**config.mk**
```make
export PLATFORM = sky130hd
export DESIGN_NAME = gray_code_counter_flat
export DESIGN_NICKNAME = d
export VERILOG_FILES = /design/src/rtl/gray_code_counter_if.sv /design/src/rtl/gray_code_counter.sv /design/src/flat_wrapper.sv
export SDC_FILE = /design/constraint.sdc
export NUM_CORES = 1
export LEC_CHECK = 0
export CAP_MARGIN = 20
export CORE_AREA = 2 2 39 41
export DETAILED_ROUTE_END_ITERATION = 8
export DIE_AREA = 0 0 41 43
export PLACE_DENSITY = 0.71
export SYNTH_ARGS = -nofsm -noshare
export SYNTH_HDL_FRONTEND = slang
export SYNTH_SLANG_ARGS = --single-unit
```
**constraint.sdc**
```tcl
create_clock -name clk -period 2.85 [get_ports clk]
set_input_delay 0.4275 -clock clk [delete_from_list [all_inputs] [get_ports clk]]
set_output_delay 0.4275 -clock clk [all_outputs]
set_load 0.02 [all_outputs]
```
**src/rtl/gray_code_counter_if.sv**
```systemverilog
// Interface bundling the control and status signals of gray_code_counter.
//   en       count enable
//   up_dn    direction (1 = up, 0 = down)
//   load     synchronous load strobe (wins over en)
//   load_bin binary value to load
//   gray     registered Gray code of the count
//   bin      registered binary count
//   term     one-cycle terminal-count pulse
// The master modport drives the controls; the slave modport is the counter.
interface gray_code_counter_if #(
    parameter int WIDTH = 4
);
    logic             en;
    logic             up_dn;
    logic             load;
    logic [WIDTH-1:0] load_bin;
    logic [WIDTH-1:0] gray;
    logic [WIDTH-1:0] bin;
    logic             term;

    modport master (
        output en, up_dn, load, load_bin,
        input  gray, bin, term
    );

    modport slave (
        input  en, up_dn, load, load_bin,
        output gray, bin, term
    );
endinterface

```
**src/rtl/gray_code_counter.sv**
```systemverilog
// Up/down binary counter whose count is also presented as registered Gray
// code. bin and gray are both registered from the same next-state value, so
// gray is always the code of bin and changes one bit per counting step.
// Ports:
//   clk   rising-edge clock
//   rst_n asynchronous active-low reset (bin, gray and term forced to 0)
//   bus   gray_code_counter_if slave modport (en, up_dn, load, load_bin in;
//         gray, bin, term out)
// Parameters:
//   WIDTH   counter width (>= 2); must match the interface WIDTH
//   WRAP_EN 1 = wrap at the terminal count, 0 = saturate there
module gray_code_counter #(
    parameter int WIDTH   = 4,
    parameter int WRAP_EN = 1
) (
    input  logic                 clk,
    input  logic                 rst_n,
    gray_code_counter_if.slave   bus
);

    localparam logic [WIDTH-1:0] MAX_C  = {WIDTH{1'b1}};
    localparam logic [WIDTH-1:0] ZERO_C = {WIDTH{1'b0}};
    localparam logic [WIDTH-1:0] ONE_C  = {{(WIDTH-1){1'b0}}, 1'b1};
    localparam bit               WRAP_C = (WRAP_EN != 0);

    // Binary-to-Gray: MSB passes through, every other bit XORs with its upper neighbour.
    function automatic logic [WIDTH-1:0] bin2gray(input logic [WIDTH-1:0] b);
        return b ^ (b >> 1);
    endfunction

    logic [WIDTH-1:0] bin_r;
    logic [WIDTH-1:0] gray_r;
    logic             term_r;
    logic [WIDTH-1:0] bin_next_s;
    logic             term_next_s;

    // Next-count selection: load beats en, en beats hold; terminal handling by WRAP_C.
    always_comb begin
        bin_next_s  = bin_r;
        term_next_s = 1'b0;
        if (bus.load) begin
            bin_next_s = bus.load_bin;
        end else if (bus.en) begin
            if (bus.up_dn) begin
                if (bin_r == MAX_C) begin
                    term_next_s = 1'b1;
                    if (WRAP_C) begin
                        bin_next_s = ZERO_C;
                    end else begin
                        bin_next_s = MAX_C;
                    end
                end else begin
                    bin_next_s = bin_r + ONE_C;
                end
            end else begin
                if (bin_r == ZERO_C) begin
                    term_next_s = 1'b1;
                    if (WRAP_C) begin
                        bin_next_s = MAX_C;
                    end else begin
                        bin_next_s = ZERO_C;
                    end
                end else begin
                    bin_next_s = bin_r - ONE_C;
                end
            end
        end else begin
            bin_next_s = bin_r;
        end
    end

    // Output registers; gray is encoded from the next binary value so both update together.
    always_ff @(posedge clk or negedge rst_n) begin
        if (!rst_n) begin
            bin_r  <= ZERO_C;
            gray_r <= ZERO_C;
            term_r <= 1'b0;
        end else begin
            bin_r  <= bin_next_s;
            gray_r <= bin2gray(bin_next_s);
            term_r <= term_next_s;
        end
    end

    assign bus.bin  = bin_r;
    assign bus.gray = gray_r;
    assign bus.term = term_r;

endmodule

```
**src/flat_wrapper.sv**
```systemverilog
// flat-port wrapper written by rule: the top's interface ports become plain ports
module gray_code_counter_flat 
#(
    parameter int WIDTH   = 4,
    parameter int WRAP_EN = 1
)
  (clk, rst_n, bus_en, bus_up_dn, bus_load, bus_load_bin, bus_gray, bus_bin, bus_term);
  gray_code_counter_if #(.WIDTH(WIDTH)) bus_i ();
  input  logic clk;
  input  logic rst_n;
  input wire logic [$bits(bus_i.en)-1:0] bus_en;
  input wire logic [$bits(bus_i.up_dn)-1:0] bus_up_dn;
  input wire logic [$bits(bus_i.load)-1:0] bus_load;
  input wire logic [$bits(bus_i.load_bin)-1:0] bus_load_bin;
  output wire logic [$bits(bus_i.gray)-1:0] bus_gray;
  output wire logic [$bits(bus_i.bin)-1:0] bus_bin;
  output wire logic [$bits(bus_i.term)-1:0] bus_term;
  assign bus_i.en = bus_en;
  assign bus_i.up_dn = bus_up_dn;
  assign bus_i.load = bus_load;
  assign bus_i.load_bin = bus_load_bin;
  assign bus_gray = bus_i.gray;
  assign bus_bin = bus_i.bin;
  assign bus_term = bus_i.term;
  gray_code_counter #(.WIDTH(WIDTH), .WRAP_EN(WRAP_EN)) u_core (.clk(clk), .rst_n(rst_n), .bus(bus_i));
endmodule
```
==> impl_results.md <==
- Number of enable flip-flop cells after synthesis: 0
- Switching pwr: about 0.14 mW
- Initial antenna violation count: 0
- Vias in the first global route: approximately 440
- GRT overflow: 0
- Fillers: around 130
- Leakage Power: between 0.3 and 0.4 nW
- Clock slew at reported path FFs: around 0.050 ns
- Path depth of the worst reg2reg path: 6
- Commonest cells post-synth: dfrtp_1, a21oi_1, inv_1, mux2i_1, nor3b_1
- # diodes: 0
- Via count: roughly 480
- Chip Width: 41 µm
- CTS buffer count: 3
- CP top delay family: buffers and inverters
- Routability congestion estimate: between 0.7 and 0.8
- Simple-gate share of the synthesized area: ~22%
- Total die area: ~0.0018 mm²
- Final Hold Violating Endpoints: 0
- Clock Latency Late Sink: approximately 0.25 ns
- Post-synth top flop: dfrtp_1
- Xor/xnor share of the synthesized area: 5.07%
- H-Tree Level Count: 1
- I/O Pins: 18
- Synthesized area: about 520 µm²
- Post-route cell area: between 700 and 800 µm²
- Pre-antenna DRT Iters: 4
- WP data required: ~2.4 ns
- PortBufs: 17
- Min Clock Period, post-route: approximately 1.8 ns
- Area contributors post-synth: dfrtp_1, mux2i_1, a21oi_1, ha_1, nor3b_1
- Final #Nets: 84
- Fraction of the mapped netlist area in adder cells: 4.83%
- Max_slew headroom: a little under three quarters
- Max Buffers Root-to-Sink: 2
- Peak VDD IR: around 0.00029 V
- Yosys warnings: 0
- Synth area leader: dfrtp_1
- Vias per cell: around 5.5
- Syn Area/Cell: roughly 9.6 µm²
- Mapped Cells: 54
- Worst path cell trace: clkdlybuf4s50_1
- CTS tree: yes
- Fin Clk Skew: ~0.0029 ns
- Root Buffer: clkbuf_4
- R2r setup slk: between 1 and 1.5 ns
- Total Wirelength: ~1100 µm
- Internal power: 0.273 mW
- Fmax: 0.541 GHz
- Area growth syn-to-layout: 38.2%
- Most numerous cell in the Yosys netlist: dfrtp_1
- Setup ws final: 1.00 ns
- Hold_buf cts: 0
- Clock sinks: 8
- Arr. time, crit path: 1.42 ns
- Largest net degree at the start of global routing: 12
- Postcts setup bufs: 0
- Library cells used by synthesis: 29
- Post-synthesis mux area share: between 7 and 8%
- Seq cells post-synth: 8
- Post-placement cell area: a little under 700 µm²
- HPWL Detailed: between 800 and 900 µm
- DP Worst Slack: approximately 0.91 ns
- Share of cells above drive strength 1: 5.63%
- Total of max-cap violations: 0
- Core area: between 0.001 and 0.0015 mm²
- Crit Path Category: reg2out
- Logic pwr share: a little over two fifths
- Reg2Reg Capture Point: u_core.bus.gray[0]
- Power share of the sequential group: 38.3%
- Largest family of logic cells by synthesized area: simple AND/OR/NAND/NOR gates
- Power, Total: around 0.42 mW
- Worst Max-Slew Pin Slew: roughly 0.42 ns
- First-pass GRT wire length: 1880 µm
- Initial core utilization: between 30% and 40%
- Critical path depth: 1
- Worst Setup EP: bus_bin[2]
- Synthesized net count: 65
- # rows: 14
- All-layer global routing usage: roughly 16%
- Compound-Gate Fraction of Synth Area: 15.5%
- Final Max Tran Viols: 0
- Wire length per cell: 12.7 µm
- Final setup viols: 0
- Die Y: ~43 µm
- Outcome: completed
- Crit-path slowest cell: clkdlybuf4s50_1
- Area share of the largest cell type after synthesis: 38.6%
- CP peak stage delay: 0.67 ns
- Initial DRC Count: 8
- CP startpoint: u_core.bus.bin[2]
- Endpoint type of the worst setup path: output pin
- Worst r2r src: u_core.bus.bin[0]
- CP bufs+invs: 1
- RSZ-0062 raised after global routing: no
- Setup TNS: 0 ns
- Switching share of power: approximately a third
- Post-CTS sizing: 0
- Critical path peak fanout: 10
- Sequential cell area fraction in the yosys report: 38.6%
- Routed Antenna Nets: 0
- Drt drc: 0
- Ys async rst share: 100%
- Fin crit share: between 60% and 70%
- Clk pwr share: between 10% and 20%
- CP startpoint kind: register
- Power per cell area: 580 mW/mm²
- HP Class: in2async
## worst min-delay path by stage
stage / to / slack (ns) / cells after the start
2_1_floorplan: u_core.bus.bin[0] / 0.13 / 0
3_3_place_gp: u_core.bus.bin[3] / 0.71 / 1
3_5_place_dp: u_core.bus.bin[3] / 0.72 / 1
4_1_cts: u_core.bus.bin[3] / 0.46 / 1
5_1_grt: u_core.bus.gray[1] / 0.47 / 1
6_report: u_core.bus.bin[3] / 0.46 / 1
## power groups by stage
| stage | logic [mW] | clock network (mW) | registers, mW |
|---|---|---|---|
| after CTS | 0.176 | 0.0863 | 0.159 |
| after floorplan | 0.0754 | 0 | 0.184 |
| after global placement | 0.172 | 0 | 0.160 |
| final | 0.174 | 0.0824 | 0.159 |
| after detailed placement | 0.175 | 0 | 0.160 |
| after global routing | 0.191 | 0.0925 | 0.163 |
## routing by layer
metal	routed length, µm	global-route usage (%)	up-vias	part of all wire [%]
li1	-	-	230	-
met1	449	19.2	227	41
met2	568	25.0	22	52
met3	84	7.85	0	7.6
met4	0	4.00	0	0
met5	0	0	-	0
## placed cells by master, fill, tap and decap left out
cell type         n
a2bb2oi_1         1
clkdlybuf4s50_1  17
a211oi_1          1
a21oi_1           5
dfrtp_1           8
nor2b_1           2
ha_1              2
nor3_1            1
nor4b_1           1
nand4_1           2
or4b_1            1
o311ai_1          1
nand2b_1          1
nor3b_1           3
xor2_1            1
or2b_1            1
nand3_1           1
clkbuf_4          3
mux2i_1           4
nor2_1            1
o211ai_1          1
a32oi_1           1
xnor2_1           2
inv_1             5
nand2_1           1
o21ai_0           1
and2b_1           1
a31o_2            1
nand3b_1          1
## final cells by class
type	instances	area [µm²]	area share, %
clock buffer	3	22.5	3.15
timing repair buffer	17	170	23.8
tap	16	20.0	2.80
sequential	8	200	28.0
multi-input combinational	38	284	39.7
inverter	5	18.8	2.62
## sequential cells by signal, indices dropped and copies added (netlist names)
name             count
u_core.bus.bin       4
u_core.bus.gray      3
u_core.bus.term      1
## metrics by stage
stage / utilization (%) / hold WS, ns / std cells
floorplan: - / 0.132 / 54
global placement: 50.1 / 0.713 / 84
detailed placement: 50.1 / 0.719 / 84
CTS: 51.7 / 0.455 / 87
global route: 51.7 / 0.472 / 87
finish: 51.7 / 0.455 / 87
## kinds of logic after synthesis
kind of cell             count (synthesis)
adder cells (fa/ha/maj)                  2
buffers and inverters                    8
XOR/XNOR                                 3
AO/OA/AOI/OAI                           12
flip-flops                               8
AND/OR/NAND/NOR                         17
multiplexers                             4
No activity file was read; power rests on OpenSTA's default activity.
==> RTL change 1: new RTL, same settings <==
`WIDTH` is set to 4 in 3 places; all go to 5.
--- a/src/rtl/gray_code_counter_if.sv
+++ b/src/rtl/gray_code_counter_if.sv
@@ -8,7 +8,7 @@
 //   term     one-cycle terminal-count pulse
 // The master modport drives the controls; the slave modport is the counter.
 interface gray_code_counter_if #(
-    parameter int WIDTH = 4
+    parameter int WIDTH = 5
 );
     logic             en;
     logic             up_dn;
--- a/src/rtl/gray_code_counter.sv
+++ b/src/rtl/gray_code_counter.sv
@@ -10,7 +10,7 @@
 //   WIDTH   counter width (>= 2); must match the interface WIDTH
 //   WRAP_EN 1 = wrap at the terminal count, 0 = saturate there
 module gray_code_counter #(
-    parameter int WIDTH   = 4,
+    parameter int WIDTH   = 5,
     parameter int WRAP_EN = 1
 ) (
     input  logic                 clk,
--- a/src/flat_wrapper.sv
+++ b/src/flat_wrapper.sv
@@ -1,7 +1,7 @@
 // flat-port wrapper written by rule: the top's interface ports become plain ports
 module gray_code_counter_flat 
 #(
-    parameter int WIDTH   = 4,
+    parameter int WIDTH   = 5,
     parameter int WRAP_EN = 1
 )
   (clk, rst_n, bus_en, bus_up_dn, bus_load, bus_load_bin, bus_gray, bus_bin, bus_term);
Interface: changed (resized bus_bin, bus_gray and bus_load_bin); port bits go from 18 to 21. No check against the original RTL was run, so the function may have changed too.
==> RTL change 1 against the original RTL <==
- area after synthesis increased by 22%
- design area is 22% higher
- sequential share of layout area up 0.72 points
- total power rose by 17%
- sequential cell count is 2 higher
- non-clock buffer count is 3 higher
- worst setup slack got worse by 0.24 ns
- register-to-register slack got worse by 0.39 ns
- routed wire length rose by 20%
- global-route usage up 2.5 points
- clock skew grew 0.0037 ns
- worst hold slack better by 0.019 ns
- critical path type is now reg2reg
==> RTL change 1: results (changes against the original RTL) <==
[grt]
grt_max_degree = 12  ; unchanged
globalRouteTotalUtil = 0.1860  ; +0.02495
grt_pass1_vias = 499  ; +13%
antenna_found_initial = 0  ; unchanged
grt_first_pass_wirelength_mm = 2.208  ; +18%

[cts]
cts-resized-gates = 0  ; unchanged
post-cts-setup-buffers = 0  ; unchanged
worstSkewPairLatency_ns = 0.28  ; +0.03 ns
cts_htree_levels = 1  ; unchanged
clk_pin_slew_ns = 0.07  ; +0.02 ns
clk_root_buffer_cell = sky130_fd_sc_hd__clkbuf_4
clk_path_buf_depth = 2  ; unchanged
cts_inserted_buffers = 3  ; unchanged

[synthesis]
synth_sequential_area_ratio = 0.3968  ; +0.01035
ys_top_cells_by_area = sky130_fd_sc_hd__dfrtp_1 (40%), sky130_fd_sc_hd__xor2_1 (6.9%), sky130_fd_sc_hd__ha_1 (6.0%)
synthesis.yosys.warnings = 0  ; unchanged
commonest_cells_in_the_synthesized_netlist = sky130_fd_sc_hd__dfrtp_1 (10), sky130_fd_sc_hd__inv_1 (5), sky130_fd_sc_hd__xor2_1 (5)
ys_async_sr_fraction = 1.000  ; unchanged
synth.lib_cells_used.distinct = 31  ; +6.9%
synth_net_count = 74  ; +14%

[timing]
tightest_slew_margin_relative_to_the_limit = 0.6794  ; -0.03931
finalClockSkew_ns = 0.006612  ; +0.003727 ns

[placed_design]
postPlaceCellArea_um2 = 835.8  ; +21%
place_hpwl_mm = 1.010  ; +20%
gp_congestion = 0.8734  ; +18%
worst_setup_slack_post_dpl_ns = 0.7235  ; -0.1837 ns
port-buffer-count = 20  ; +3

[finish]
nets = 97  ; +15%
fill_cells = 137  ; +2.2%
num_antenna_cells = 0  ; unchanged
drive_gt1_frac = 0.1325  ; +0.07619
largest_register_ff_count = 5  ; +1

[power]
total_leakage_power_uw = 0.0003752  ; +23%
ir_worst_vdd_mv = 0.3293  ; +15%
internal_power_uw = 326.2  ; +19%

[critical_path]
slowest_delay_ns = 0.44  ; -0.23 ns
timing.critical_path.arrival_ns = 2.28  ; +0.86 ns
cpLargestDelayFamily = compound AO/OA/AOI/OAI gates
crit_path_max_fanout = 6  ; -4
cp_slowest_cell = sky130_fd_sc_hd__dfrtp_1
worstRegToRegCells = 8  ; +2

[routing]
wirelength_mm = 1.326  ; +20%
drt-initial-drc-count = 8  ; unchanged
detail_route.first_pass.iterations = 4  ; unchanged
vias = 553  ; +15%

[run_status]
outcome = complete, no violations

[worst_hold_path]
min-delay-path-class = in2async

==> RTL change 1: power groups by stage <==
stage / combinational [µW] / clock (µW) / sequential [µW]
finish: 170 / 132 / 184
CTS: 171 / 137 / 184
global route: 184 / 144 / 188
floorplan: 69.9 / 0 / 212
detailed placement: 170 / 0 / 187
global placement: 170 / 0 / 187
==> RTL change 1: stage by stage <==
| stage | utilization | cells |
|---|---|---|
| CTS | 0.6302 | 99 |
| detailed placement | 0.6040 | 95 |
| global placement | 0.6040 | 95 |
| floorplan | - | 61 |
| finish | 0.6302 | 99 |
| global route | 0.6302 | 99 |
==> RTL change 1: path summary, 6_finish.rpt <==
check / start / slack, ns / to
setup / recovery: u_core.bus.bin[0] / 0.77 / u_core.bus.gray[1]
hold / removal: rst_n / 0.47 / u_core.bus.term
setup reg to reg: u_core.bus.bin[0] / 0.77 / u_core.bus.gray[1]
hold reg to reg: u_core.bus.bin[4] / 0.73 / u_core.bus.bin[4]
max in group asynchronous: rst_n / 2.05 / u_core.bus.gray[2]
min in group clk: u_core.bus.bin[4] / 0.73 / u_core.bus.bin[4]
==> RTL change 1: cells by family (layout without fill, tap and decap cells) <==
kind of cell	after synthesis	count (layout)	share of synthesized area
flops	10	10	0.3968
xor+xnor	6	6	0.08333
fa+ha+maj	3	3	0.05953
compound gates	18	18	0.2341
buf+inv	8	30	0.05951
simple gates	16	16	0.1667
==> RTL change 1: area by class of cell <==
cell class                 count  area (µm²)  share of cell area
inverter                       6       22.52             0.02582
timing repair buffer          20       200.2              0.2296
sequential                    10       250.2              0.2869
tap                           16       20.02             0.02296
clock buffer                   4       36.28             0.04161
multi-input combinational     43       342.8              0.3931
==> RTL change 1: metal layers <==
metal,vias up,GRT usage,wire [µm]
met5,-,0,0
met4,0,0.1000,27
met3,2,0.05759,93
met2,24,0.2375,616
met1,263,0.2697,589
li1,264,-,-
==> RTL change 2: new RTL, config.mk and constraints unchanged <==
Without the edit above. Make the reset (`rst_n`) synchronous in one clocked block. Comments in the files are not updated.
--- a/src/rtl/gray_code_counter.sv
+++ b/src/rtl/gray_code_counter.sv
@@ -70,7 +70,7 @@
     end
 
     // Output registers; gray is encoded from the next binary value so both update together.
-    always_ff @(posedge clk or negedge rst_n) begin
+    always_ff @(posedge clk) begin
         if (!rst_n) begin
             bin_r  <= ZERO_C;
             gray_r <= ZERO_C;
Check against the original RTL: differs if rst_n is asserted again (counterexample within 4 cycles, from zero or initial values and one cycle with rst_n low); with rst_n held inactive, the same outputs for 10 cycles.
==> RTL change 2 against the original RTL <==
- sequential cell count unchanged
- worst setup slack worse by 0.21 ns
- area after synthesis down 4.6%
- design area down 3.5%
- routed wire length down 13%
- total power down 22%
- global-route usage down 2.2 points
- clock skew down 0.0026 ns
- worst hold slack better by 0.17 ns
- non-clock buffer count unchanged
- synthesized cell count up 1.9%
- sequential power down 16%
- via count down 5.0%
==> RTL change 2: results (changes against the original RTL) <==
[critical_path]
timing.critical_path.arrival_ns = 2.20  ; +0.78 ns
crit_type = in2reg
cp_slowest_cell = sky130_fd_sc_hd__or4b_1
cpLargestDelayFamily = simple AND/OR/NAND/NOR gates
slowest_delay_ns = 0.54  ; -0.13 ns
crit_startpoint = bus_up_dn
crit-reg2reg-launch = u_core.bus.bin[0]
critical_r2r_capture = u_core.bus.gray[0]

[run_status]
outcome = complete, no violations

[synthesis]
ys_top_cells_by_area = sky130_fd_sc_hd__dfxtp_1 (32%), sky130_fd_sc_hd__ha_1 (5.1%), sky130_fd_sc_hd__mux2i_1 (4.1%)
synth_adder_area_share = 0.05063  ; +0.002324
synth_net_count = 66  ; +1.5%
ys_async_sr_fraction = 0  ; -1.000
synth.avg_cell_area_um2 = 8.986  ; -6.3%

[finish]
multi_input_cells = 39  ; +2.6%
bufAreaShareNonClock = 0.2464  ; +0.008615
seqAreaFraction = 0.2319  ; -0.04784
finish.cell_count_without_fillers = 88  ; +1.1%
fill_cells = 137  ; +2.2%

[grt]
fraction_of_met1_tracks_used_by_global_routing = 0.1903  ; -0.001730
grt_pass1_vias = 409  ; -7.5%
globalRouteTotalUtil = 0.1387  ; -0.02240
grt_max_degree = 10  ; -2

[placed_design]
dp_cells = 85  ; +1.2%
postPlaceCellArea_um2 = 668.1  ; -3.6%

[routing]
drt-initial-drc-count = 20  ; +12
dr_wl_met3_um = 82  ; -2.4%

[power]
switching_power_uw = 93.78  ; -34%
total_leakage_power_uw = 0.0002789  ; -8.5%

[timing]
tightest_slew_margin_relative_to_the_limit = 0.7711  ; +0.05240
finalClockSkew_ns = 0.0002576  ; -0.002627 ns

## RTL change 2: cell count changes in the layout (fill, tap and decap cells not counted), sizes merged, moves of 2 or more
cell,before,now
nor3b,3,0
mux2,0,2
dfxtp,0,8
dfrtp,8,0
and2,0,4
mux2i,4,2
a21oi,5,2
nand2,1,3
## RTL change 2: metrics by stage
step | setup WS [ns] | util | hold slack (ns) | power [µW]
global placement | 0.5584 | 0.4828 | 0.6195 | 242.4
CTS | 0.8031 | 0.4991 | 0.6333 | 329.8
floorplan | 0.9159 | - | 0.5003 | 200.8
detailed placement | 0.5302 | 0.4828 | 0.6263 | 243.6
finish | 0.7946 | 0.4991 | 0.6270 | 323.8
global route | 0.6361 | 0.4991 | 0.6561 | 346.8
## RTL change 2: tightest hold or removal path: stages, from the launching register on
cell and delay (ns):
sky130_fd_sc_hd__dfxtp_1 0.37, sky130_fd_sc_hd__nand4_1 0.12, sky130_fd_sc_hd__a211oi_1 0.08
